## config.mk

```make
export PLATFORM = sky130hd
export DESIGN_NAME = pong_motion_ctrl
export DESIGN_NICKNAME = d
export VERILOG_FILES = /design/src/rtl/pong_motion_ctrl_pkg.sv /design/src/rtl/pong_paddle_step.sv /design/src/rtl/pong_motion_ctrl.sv
export SDC_FILE = /design/constraint.sdc
export NUM_CORES = 1
export LEC_CHECK = 0
export BUFFER_PORTS_ARGS = -buffer_cell sky130_fd_sc_hd__buf_2
export CORE_ASPECT_RATIO = 1.2
export CORE_MARGIN = 5
export CORE_UTILIZATION = 46
export CTS_BUF_LIST = sky130_fd_sc_hd__clkbuf_2 sky130_fd_sc_hd__clkbuf_4 sky130_fd_sc_hd__clkbuf_8
export CTS_CLUSTER_SIZE = 16
export DETAILED_ROUTE_END_ITERATION = 12
export PLACE_DENSITY = 0.65
export SLEW_MARGIN = 20
export SYNTH_ARGS = -nofsm -noshare
export SYNTH_HDL_FRONTEND = slang
export SYNTH_SLANG_ARGS = --single-unit
```

## constraint.sdc

```tcl
create_clock -name CLK -period 6.8 [get_ports CLK]
set_input_delay 2.04 -clock CLK [delete_from_list [all_inputs] [get_ports CLK]]
set_output_delay 2.04 -clock CLK [all_outputs]
set_load 0.05 [all_outputs]
```

## src/rtl/pong_motion_ctrl_pkg.sv

```systemverilog
// Shared geometry constants and phase encodings for the pong motion controller.
// The renderer imports the same package so both sides agree on the playfield.
package pong_motion_ctrl_pkg;

    localparam logic [9:0] MAX_X       = 10'd640;
    localparam logic [9:0] MAX_Y       = 10'd480;
    localparam logic [9:0] WALL_X_R    = 10'd35;
    localparam logic [9:0] BAR_X_L     = 10'd580;
    localparam logic [9:0] BAR_X_R     = 10'd583;
    localparam logic [9:0] BAR_Y_SIZE  = 10'd72;
    localparam logic [9:0] BAR_V       = 10'd4;
    localparam logic [9:0] BALL_SIZE   = 10'd8;
    localparam logic [9:0] BALL_V      = 10'd2;
    localparam logic [9:0] BALL_X0     = 10'd300;
    localparam logic [9:0] BALL_Y0     = 10'd236;
    localparam logic [5:0] MISS_FRAMES = 6'd60;
    localparam logic [1:0] LIVES       = 2'd3;

    localparam logic [9:0] BAR_Y_MAX   = MAX_Y - BAR_Y_SIZE;
    localparam logic [9:0] BAR_Y_RST   = (MAX_Y - BAR_Y_SIZE) / 2;

    localparam logic [1:0] ST_SERVE = 2'd0;
    localparam logic [1:0] ST_PLAY  = 2'd1;
    localparam logic [1:0] ST_MISS  = 2'd2;
    localparam logic [1:0] ST_OVER  = 2'd3;

endpackage

```

## src/rtl/pong_paddle_step.sv

```systemverilog
// Next paddle top row from the buttons, clamped to the visible field.
module pong_paddle_step
    import pong_motion_ctrl_pkg::*;
(
    input  logic       btn_up,
    input  logic       btn_down,
    input  logic [9:0] bar_y,
    output logic [9:0] bar_y_next
);

    always_comb begin
        bar_y_next = bar_y;
        if (btn_down && !btn_up) begin
            bar_y_next = (bar_y >= BAR_Y_MAX - BAR_V) ? BAR_Y_MAX : bar_y + BAR_V;
        end else if (btn_up && !btn_down) begin
            // Clamp before subtracting so the unsigned row never wraps.
            bar_y_next = (bar_y <= BAR_V) ? 10'd0 : bar_y - BAR_V;
        end
    end

endmodule

```

## src/rtl/pong_motion_ctrl.sv

```systemverilog
// Per-frame pong game controller: paddle, ball, score, lives and game phase.
// All state advances only on refr_tick; outputs are the registered state.
module pong_motion_ctrl
    import pong_motion_ctrl_pkg::*;
(
    input  logic       CLK,
    input  logic       RST,
    input  logic       refr_tick,
    input  logic       btn_up,
    input  logic       btn_down,
    input  logic       btn_serve,
    output logic [9:0] bar_y_t,
    output logic [9:0] ball_x_l,
    output logic [9:0] ball_y_t,
    output logic       ball_visible,
    output logic [7:0] score,
    output logic [1:0] lives,
    output logic       game_over,
    output logic [1:0] state
);

    logic       dir_x_right, dir_y_down;
    logic [5:0] miss_cnt;

    logic [9:0] bar_d, ball_x_d, ball_y_d, bar_step;
    logic [9:0] ball_x_r, ball_y_b;
    logic       dir_x_d, dir_y_d, vis_d, hit;
    logic [7:0] score_d;
    logic [1:0] lives_d, state_d;
    logic [5:0] miss_cnt_d;

    pong_paddle_step u_paddle_step (
        .btn_up     (btn_up),
        .btn_down   (btn_down),
        .bar_y      (bar_y_t),
        .bar_y_next (bar_step)
    );

    assign ball_x_r = ball_x_l + BALL_SIZE - 10'd1;
    assign ball_y_b = ball_y_t + BALL_SIZE - 10'd1;
    assign hit = (ball_x_r >= BAR_X_L) && (ball_x_r <= BAR_X_R) &&
                 (ball_y_b >= bar_y_t) && (ball_y_t <= bar_y_t + BAR_Y_SIZE - 10'd1) &&
                 dir_x_right;

    always_comb begin
        bar_d      = (state == ST_OVER) ? bar_y_t : bar_step;
        ball_x_d   = ball_x_l;
        ball_y_d   = ball_y_t;
        dir_x_d    = dir_x_right;
        dir_y_d    = dir_y_down;
        vis_d      = ball_visible;
        score_d    = score;
        lives_d    = lives;
        state_d    = state;
        miss_cnt_d = miss_cnt;

        case (state)
            ST_SERVE: begin
                ball_x_d = BALL_X0;
                ball_y_d = BALL_Y0;
                dir_x_d  = 1'b1;
                dir_y_d  = 1'b1;
                vis_d    = 1'b1;
                if (btn_serve) state_d = ST_PLAY;
            end
            ST_PLAY: begin
                if (ball_x_r >= MAX_X - 10'd1 - BALL_V) begin
                    state_d    = ST_MISS;
                    lives_d    = lives - 2'd1;
                    vis_d      = 1'b0;
                    miss_cnt_d = 6'd0;
                end else begin
                    if (ball_y_t <= BALL_V) begin
                        dir_y_d = 1'b1;
                    end else if (ball_y_b >= MAX_Y - 10'd1 - BALL_V) begin
                        dir_y_d = 1'b0;
                    end
                    if (ball_x_l <= WALL_X_R + BALL_V) begin
                        dir_x_d = 1'b1;
                    end else if (hit) begin
                        dir_x_d = 1'b0;
                        if (score != 8'hff) score_d = score + 8'd1;
                    end
                    ball_x_d = dir_x_d ? ball_x_l + BALL_V : ball_x_l - BALL_V;
                    ball_y_d = dir_y_d ? ball_y_t + BALL_V : ball_y_t - BALL_V;
                end
            end
            ST_MISS: begin
                miss_cnt_d = miss_cnt + 6'd1;
                if (miss_cnt == MISS_FRAMES - 6'd1) begin
                    if (lives == 2'd0) begin
                        state_d = ST_OVER;
                    end else begin
                        state_d  = ST_SERVE;
                        ball_x_d = BALL_X0;
                        ball_y_d = BALL_Y0;
                        dir_x_d  = 1'b1;
                        dir_y_d  = 1'b1;
                        vis_d    = 1'b1;
                    end
                end
            end
            default: begin
                vis_d = 1'b0;
                if (btn_serve) begin
                    state_d  = ST_SERVE;
                    score_d  = 8'd0;
                    lives_d  = LIVES;
                    ball_x_d = BALL_X0;
                    ball_y_d = BALL_Y0;
                    dir_x_d  = 1'b1;
                    dir_y_d  = 1'b1;
                    vis_d    = 1'b1;
                end
            end
        endcase
    end

    always_ff @(posedge CLK) begin
        if (RST) begin
            state        <= ST_SERVE;
            bar_y_t      <= BAR_Y_RST;
            ball_x_l     <= BALL_X0;
            ball_y_t     <= BALL_Y0;
            dir_x_right  <= 1'b1;
            dir_y_down   <= 1'b1;
            score        <= 8'd0;
            lives        <= LIVES;
            ball_visible <= 1'b1;
            game_over    <= 1'b0;
            miss_cnt     <= 6'd0;
        end else if (refr_tick) begin
            state        <= state_d;
            bar_y_t      <= bar_d;
            ball_x_l     <= ball_x_d;
            ball_y_t     <= ball_y_d;
            dir_x_right  <= dir_x_d;
            dir_y_down   <= dir_y_d;
            score        <= score_d;
            lives        <= lives_d;
            ball_visible <= vis_d;
            game_over    <= (state_d == ST_OVER);
            miss_cnt     <= miss_cnt_d;
        end
    end

endmodule

```

==> impl_results.md, run 1 <==
* DR vias at 3960
* Max frequency at 0.1844 GHz
* Hold Path Stages at 1
* Setup bufs post-CTS at 0
* Total negative slack at 0 ns
* Flops & latches, synth at 48
* ANT nets after route at 0
* Utilization after layout at 0.5073
* CTS root buffer: clkbuf_8
* Top cells by area, synth: dfxtp_1, ha_1, o21ai_0
* Register area share after synthesis at 0.2409
* Io pins at 50
* Grt ovf at 0
* Yosys warns at 0
* Layout cells sized above 1 at 0.1280
* Worst hold endpoint: ball_visible
* CTS H-tree lvls at 2
* Final setup viols at 0
* Max-cap violation count at 0
* Crit. End Element: flip-flop
* Worst skew pair latency at 0.32 ns
* PostCTS Resize Cnt at 0
* Syn Area/Cell at 7.671 µm²
* Die Y at 112.0 µm
* WP data required at 7.04 ns
* Initial antenna violation count at 0
* Crit Path Max Fanout at 18
* Setup CP Type: flip-flop to flip-flop
* R2R Path Start: ball_y_t[4]
* Vias in the first global route at 3586
* Worst slew pin tran at 0.9389 ns
* DRC viols at 0
* Worst Hold Class: flip-flop to flip-flop
* Die X at 95.01 µm
* DRT iter0 DRCs at 256
* Post-DP HPWL at 7780 µm
* # rows at 37
* Status: finished, final reports clean
* Clk buf depth at 2
* Final Hold Fails at 0
* Die Area at 10640 µm²
* Pre-antenna DRT Iters at 5
* GPL Wtd Cong at 0.9149
* Worst path arrival time at 5.66 ns
* Flop2flop setup slack at 1.38 ns
* Starting Density at 0.4683
* VDD IR max at 0.09864 mV
* Crit path launch type: flip-flop
* Port Buffers at 45
* Tcrit/Tclk final at 0.7973
* Post-synthesis async set-or-reset flop share at 0
* Worst reg2reg path endpoint: ball_x_l[9]
* CTS buffer count at 5
* Clk pin slew, worst setup/hold paths at 0.10 ns
* Share of the synthesized area in the top cell type at 0.2409
* Layout area overhead at 8.344%
* TritonCTS clock tree: done
* Leak Pwr at 1.760 nW
* Rel. slew slack at 0.3740
* Mapped Cells at 520
* Routed len/inst at 15.59 µm
* Synthesized area at 3989 µm²
* Skew final at 0.01738 ns
* Yosys cell types at 67
* Aggregate routed wire length at 10350 µm
* Final Max Tran Viols at 0
* Core box area at 8518 µm²
* GRT Resource Usage Total at 0.1961
* First-pass GRT wire length at 17170 µm
* Largest area contributor in the netlist: dfxtp_1
* P per Cell Area at 141.0 nW/µm²
* Hold path start: ball_visible
* Final min period at 5.422 ns
* Post-synth top flop: dfxtp_1
* Hold WS at 0.4555 ns
* TritonCTS Sinks at 48
* RSZ-0062 raised after global routing: false
* Ant diodes at 0
* DR vias/cell at 5.964
* Post-synth EDFFs at 0
* CTS Hold Bufs at 0
* Tot Pwr at 609.5 µW
* Fin nets at 589
* Largest net degree at the start of global routing at 20
* Worst-case reg-to-reg path depth at 17
## where the power goes
| part | switching (mW) | total [mW] | internal (mW) | leakage [nW] |
|---|---|---|---|---|
| registers | 0.0161 | 0.303 | 0.287 | 0.389 |
| clock network | 0.104 | 0.174 | 0.0700 | 0.0400 |
| logic | 0.0878 | 0.132 | 0.0442 | 1.33 |
| total | 0.208 | 0.609 | 0.401 | 1.76 |
## layer usage
metal,vias to the layer above,global-route usage,routed length [µm]
met4,0,0.07507,216
met3,22,0.03176,474
li1,1959,-,-
met5,-,0,0
met1,1845,0.2523,4568
met2,134,0.3246,5092
## metrics by stage
stage	setup WS, ns	instances	instance area, µm²
2_1_floorplan	1.569	523	4000
3_3_place_gp	1.691	657	4240
3_5_place_dp	1.494	657	4240
4_1_cts	1.441	664	4322
5_1_grt	1.018	664	4322
6_report	1.378	664	4322
## placed cells by master, fill, tap and decap left out, types with 3 or more instances in the layout
cell type  instances
nor4_1             8
dfxtp_1           48
buf_4              4
conb_1             4
or3_1              7
o211ai_1           9
xor2_1             3
and3_1             7
a211o_1            4
nand2_1           38
nand3_1           26
nor2b_1            3
o21ai_0           42
and2_1             8
nand2b_1           6
o21a_1             3
a31oi_1            6
a21oi_1           35
and4b_1            3
a211oi_1           8
nand3b_1           4
nor2_1            39
mux2i_1           12
or2_2              6
xnor2_1           20
inv_1             28
nor3_1            11
a21o_1             4
nand4_1           10
clkbuf_8           5
a22oi_1            4
buf_2             45
ha_1              35
or4_1              6
## registers in the layout (all words and copies together) (netlist names)
| name | count |
|---|---|
| ball_visible | 1 |
| lives | 2 |
| dir_y_down | 1 |
| dir_x_right | 1 |
| game_over | 1 |
| ball_y_t | 9 |
| state | 2 |
| miss_cnt | 6 |
| ball_x_l | 9 |
| bar_y_t | 8 |
| score | 8 |
## worst max-delay path, stage by stage (launching register included)
cell      delay, ns
dfxtp_1        0.70
and4_1         0.39
nand4b_1       0.14
xnor2_1        0.19
ha_1           0.32
o21a_1         0.12
o21ai_0        0.06
a41o_2         0.24
or4_1          0.53
a21oi_1        0.63
ha_1           0.39
a21oi_1        0.19
o21ai_0        0.10
o211a_1        0.15
o41a_1         0.35
or3_1          0.35
a311o_1        0.32
a31oi_1        0.15
## cell families after synthesis
family	count (synthesis)	synth area share
multiplexers	14	0.03576
AND/OR/NAND/NOR	192	0.2528
AO/OA/AOI/OAI	146	0.2375
buffers and inverters	60	0.06681
adder cells (fa/ha/maj)	36	0.1148
other	1	0.0009401
flip-flops	48	0.2409
XOR/XNOR	23	0.05050
## cells in the mapped netlist (3+ instances only)
library cell	instances
or3_1	7
and2_1	8
buf_2	6
a21oi_1	35
nand2_1	38
xnor2_1	20
a21o_1	4
nand2b_1	6
or2_2	6
a211oi_1	8
nand4_1	10
or4_1	6
nor4_1	8
clkbuf_1	19
a31oi_1	6
a211o_1	4
and4b_1	3
nor2b_1	3
a22oi_1	4
o211ai_1	9
dfxtp_1	48
and3_1	7
nand3_1	26
xor2_1	3
inv_1	28
mux2i_1	12
buf_4	5
nor3_1	11
o21ai_0	42
nand3b_1	4
o21a_1	3
nor2_1	39
ha_1	35
## how the worst max path moves through the flow
stage / startpoint / depth (start not counted) / slack, ns / endpoint
5_1_grt: ball_y_t[4] / 17 / 1.02 / ball_x_l[9]
3_5_place_dp: ball_y_t[4] / 17 / 1.49 / ball_x_l[9]
3_3_place_gp: ball_y_t[4] / 17 / 1.69 / ball_x_l[9]
2_1_floorplan: bar_y_t[4] / 21 / 1.57 / ball_x_l[9]
6_report: ball_y_t[4] / 17 / 1.38 / ball_x_l[9]
4_1_cts: ball_y_t[4] / 17 / 1.44 / ball_x_l[9]
## area by class of cell
type,instances,area [µm²]
fillers,855,4197
multi-input cells,415,2773
flip-flops and latches,48,960.9
repair buffers,49,255.2
well taps,117,146.4
inverters,28,105.1
clock buffers,5,68.82
clock inverters,2,12.51
Note: power is estimated with default switching activity, not from simulation.
==> run 2, diff against run 1 <==
- ABC_AREA: default -> 1
- PLACE_DENSITY: 0.65 -> 0.64
- clock period: 6.8 -> 5.6 ns (I/O delays scaled with it)
==> run 2 against run 1 <==
  * Combinational power increased by 120%
  * Highest routed layer unchanged
  * Sequential power grew 27%
  * Power up 46%
  * Count of clock-buffer cells in the layout did not move
==> impl_results.md, run 2 <==
* Rel. slew slack at 0.4073 (was 0.3740)
* TritonCTS clock tree: done (unchanged)
* CP max stage delay at 0.49 ns (was 0.70 ns)
* Final setup viols at 0 (unchanged)
* Multi-input gate area at 2746 µm² (was 2773 µm²)
* Pint at 528.9 µW (was 401.2 µW)
* Largest registers: ball_x_l: 9 flops, ball_y_t: 9 flops (unchanged)
* Most frequent cells after synthesis: nand2_1, inv_1, nand3_1, nor2_1, dfxtp_1 (was dfxtp_1, o21ai_0, nor2_1)
* Post-synthesis async set-or-reset flop share at 0 (unchanged)
* Worst skew pair latency at 0.31 ns (was 0.32 ns)
* Largest area contributor in the netlist: dfxtp_1 (unchanged)
* Pre-antenna DRT Iters at 4 (was 5)
* CTS Hold Bufs at 0 (unchanged)
* Worst path most repeated cell: nand2_1
* Total area of sequential cells at 960.9 µm² (unchanged)
* Final Hold Fails at 0 (unchanged)
* Vias in the first global route at 3963 (was 3586)
* Largest net degree at the start of global routing at 28 (was 20)
* # rows at 38 (was 37)
* First-pass GRT wire length at 18190 µm (was 17170 µm)
* CP Depth at 25 (was 17)
* Synthesized area at 4136 µm² (was 3989 µm²)
* Hold WS at 0.4768 ns (was 0.4555 ns)
* Comb pwr share at 0.328 (was 0.217)
* Post-synth EDFFs at 0 (unchanged)
* Sw frac at 0.4058 (was 0.3418)
* DR vias/cell at 5.317 (was 5.964)
* RSZ-0062 raised after global routing: false (unchanged)
* Final min period at 4.104 ns (was 5.422 ns)
* Cell family with the largest share of critical-path delay: simple AND/OR/NAND/NOR gates (was compound AO/OA/AOI/OAI gates)
* DR vias at 4126 (was 3960)
* TritonCTS Sinks at 48 (unchanged)
* Crit path launch type: flip-flop (unchanged)
* Worst path arrival time at 4.29 ns (was 5.66 ns)
* P per Cell Area at 198.3 nW/µm² (was 141.0 nW/µm²)
* Initial antenna violation count at 0 (unchanged)
* CTS buffer count at 5 (unchanged)
* P_sw at 361.2 µW (was 208.3 µW)
* Starting Density at 0.4628 (was 0.4683)
* Mapped Cells at 620 (was 520)
* Post-DP HPWL at 8287 µm (was 7780 µm)
* Reg power frac at 0.431 (was 0.497)
* Placed insts at 769 (was 657)
* Final Max Tran Viols at 0 (unchanged)
* PostCTS Resize Cnt at 0 (unchanged)
* Setup bufs post-CTS at 0 (unchanged)
* DRC viols at 0 (unchanged)
* Filler cell count at 985 (was 855)
* WP data required at 5.78 ns (was 7.04 ns)
* Post-synth top flop: dfxtp_1 (unchanged)
* ANT nets after route at 0 (unchanged)
* Placed Area at 4408 µm² (was 4240 µm²)
* DRT iter0 DRCs at 176 (was 256)
* Max-cap violation count at 0 (unchanged)
* R2R Path Start: bar_y_t[2] (was ball_y_t[4])
* VDD IR max at 0.1084 mV (was 0.09864 mV)
* Register area share after synthesis at 0.2323 (was 0.2409)
* Max frequency at 0.2437 GHz (was 0.1844 GHz)
* Final Worst Setup Slack at 1.496 ns (was 1.378 ns)
* Most frequent cells in the layout: nand2_1, inv_1, nand3_1, nor2_1, dfxtp_1 (was dfxtp_1, buf_2, o21ai_0, nor2_1, nand2_1)
* Die Area at 11000 µm² (was 10640 µm²)
* Yosys cell types at 46 (was 67)
* Hold Path Stages at 2 (was 1)
* Routed len/inst at 14.02 µm (was 15.59 µm)
* Skew final at 0.009350 ns (was 0.01738 ns)
* Crit. End Element: flip-flop (unchanged)
* Final cell count without fillers at 776 (was 664)
* Status: finished, final reports clean (unchanged)
* Crit Path Max Fanout at 9 (was 18)
* Worst-case reg-to-reg path depth at 25 (was 17)
* Share of the synthesized area in the top cell type at 0.2323 (was 0.2409)
* Tcrit/Tclk final at 0.7329 (was 0.7973)
* Aggregate routed wire length at 10880 µm (was 10350 µm)
* GPL Wtd Cong at 0.8929 (was 0.9149)
* CP max-delay cell: dfxtp_1 (unchanged)
* Layout area overhead at 8.530% (was 8.344%)
* Layout cells sized above 1 at 0.1250 (was 0.1280)
* Grt ovf at 0 (unchanged)
* Post-Place Setup Slack at 1.495 ns (was 1.494 ns)
* Setup CP Type: flip-flop to flip-flop (unchanged)
* Top-count cell post-synth: nand2_1 (was dfxtp_1)
* Port Buffers at 45 (unchanged)
* Worst slew pin tran at 0.8880 ns (was 0.9389 ns)
* Total negative slack at 0 ns (unchanged)
* Design area at 4489 µm² (was 4322 µm²)
* Buffers & Inverters on Critical Path at 2 (was 0)
* Fin nets at 698 (was 589)
* Tot Pwr at 890.1 µW (was 609.5 µW)
* Top cells by area, synth: dfxtp_1, nand2_1, ha_1 (was dfxtp_1, ha_1, o21ai_0)
* Flops & latches, synth at 48 (unchanged)
* Clk buf depth at 2 (unchanged)
* Clk pwr share at 0.240 (was 0.286)
* Yosys warns at 0 (unchanged)
* Leak Pwr at 2.184 nW (was 1.760 nW)
* Ant diodes at 0 (unchanged)
* Critical path startpoint: bar_y_t[2] (was ball_y_t[4])
* Syn Area/Cell at 6.672 µm² (was 7.671 µm²)
* CTS root buffer: clkbuf_8 (unchanged)
* GRT Resource Usage Total at 0.2063 (was 0.1961)
* Hold path start: dir_y_down (was ball_visible)
* Die Y at 113.9 µm (was 112.0 µm)
* Core box area at 8939 µm² (was 8518 µm²)
* Clk pin slew, worst setup/hold paths at 0.10 ns (about the same)
* Io pins at 50 (unchanged)
* Utilization after layout at 0.5022 (was 0.5073)
* CTS H-tree lvls at 2 (unchanged)
* Die X at 96.57 µm (was 95.01 µm)
* Worst Hold Class: flip-flop to flip-flop (unchanged)
* Commonest non-fill, non-tap cell in the layout: nand2_1 (was dfxtp_1)
-- run 2: cell count changes in the layout (fill, tap and decap cells not counted), sizes merged, moves of 11 or more --
cell | previous run | this run
mux2i | 12 | 1
o21ai | 43 | 30
inv | 28 | 81
nand2 | 38 | 139
xor2 | 3 | 35
nor2 | 39 | 61
xnor2 | 20 | 4
nand3 | 26 | 57
-- run 2: final cells by class --
type,count,share of cell area
multi-input combinational,472,0.6118
inverter,82,0.06912
clock inverter,2,0.002787
sequential,48,0.2140
clock buffer,5,0.01533
timing repair buffer,47,0.05351
tap,120,0.03344
-- run 2: cells by family (layout without fill, tap and decap cells) --
group                    count (synthesis)  count (layout)  synth area share
AO/OA/AOI/OAI                          103             103            0.1528
multiplexers                             1               1          0.002420
AND/OR/NAND/NOR                        289             289            0.3119
buffers and inverters                  103             136            0.1065
XOR/XNOR                                39              39           0.08258
flip-flops                              48              48            0.2323
adder cells (fa/ha/maj)                 36              36            0.1107
other                                    1               4         0.0009066
-- run 2: worst min-delay path, stage by stage, from the launching register on --
cell,delay (ns)
dfxtp_1,0.31
inv_1,0.06
o21ai_1,0.06
-- run 2: path summary, 6_finish.rpt --
check,to,slack [ns]
max reg2reg,ball_x_l[6],1.50
max,ball_x_l[6],1.50
min,dir_y_down,0.48
min reg2reg,dir_y_down,0.48
-- run 2: power by group through the flow --
stage / logic, mW / registers (mW) / clock network, mW
finish: 0.292 / 0.384 / 0.214
CTS: 0.294 / 0.384 / 0.224
global route: 0.330 / 0.387 / 0.237
global placement: 0.289 / 0.392 / 0
floorplan: 0.191 / 0.429 / 0
detailed placement: 0.292 / 0.392 / 0
-- run 2: routing by layer --
layer,up-vias,track usage,share of wire
li1,2113,-,-
met1,1894,0.2524,0.44
met2,98,0.3610,0.50
met3,21,0.02770,0.034
met4,0,0.07858,0.024
met5,-,0,0
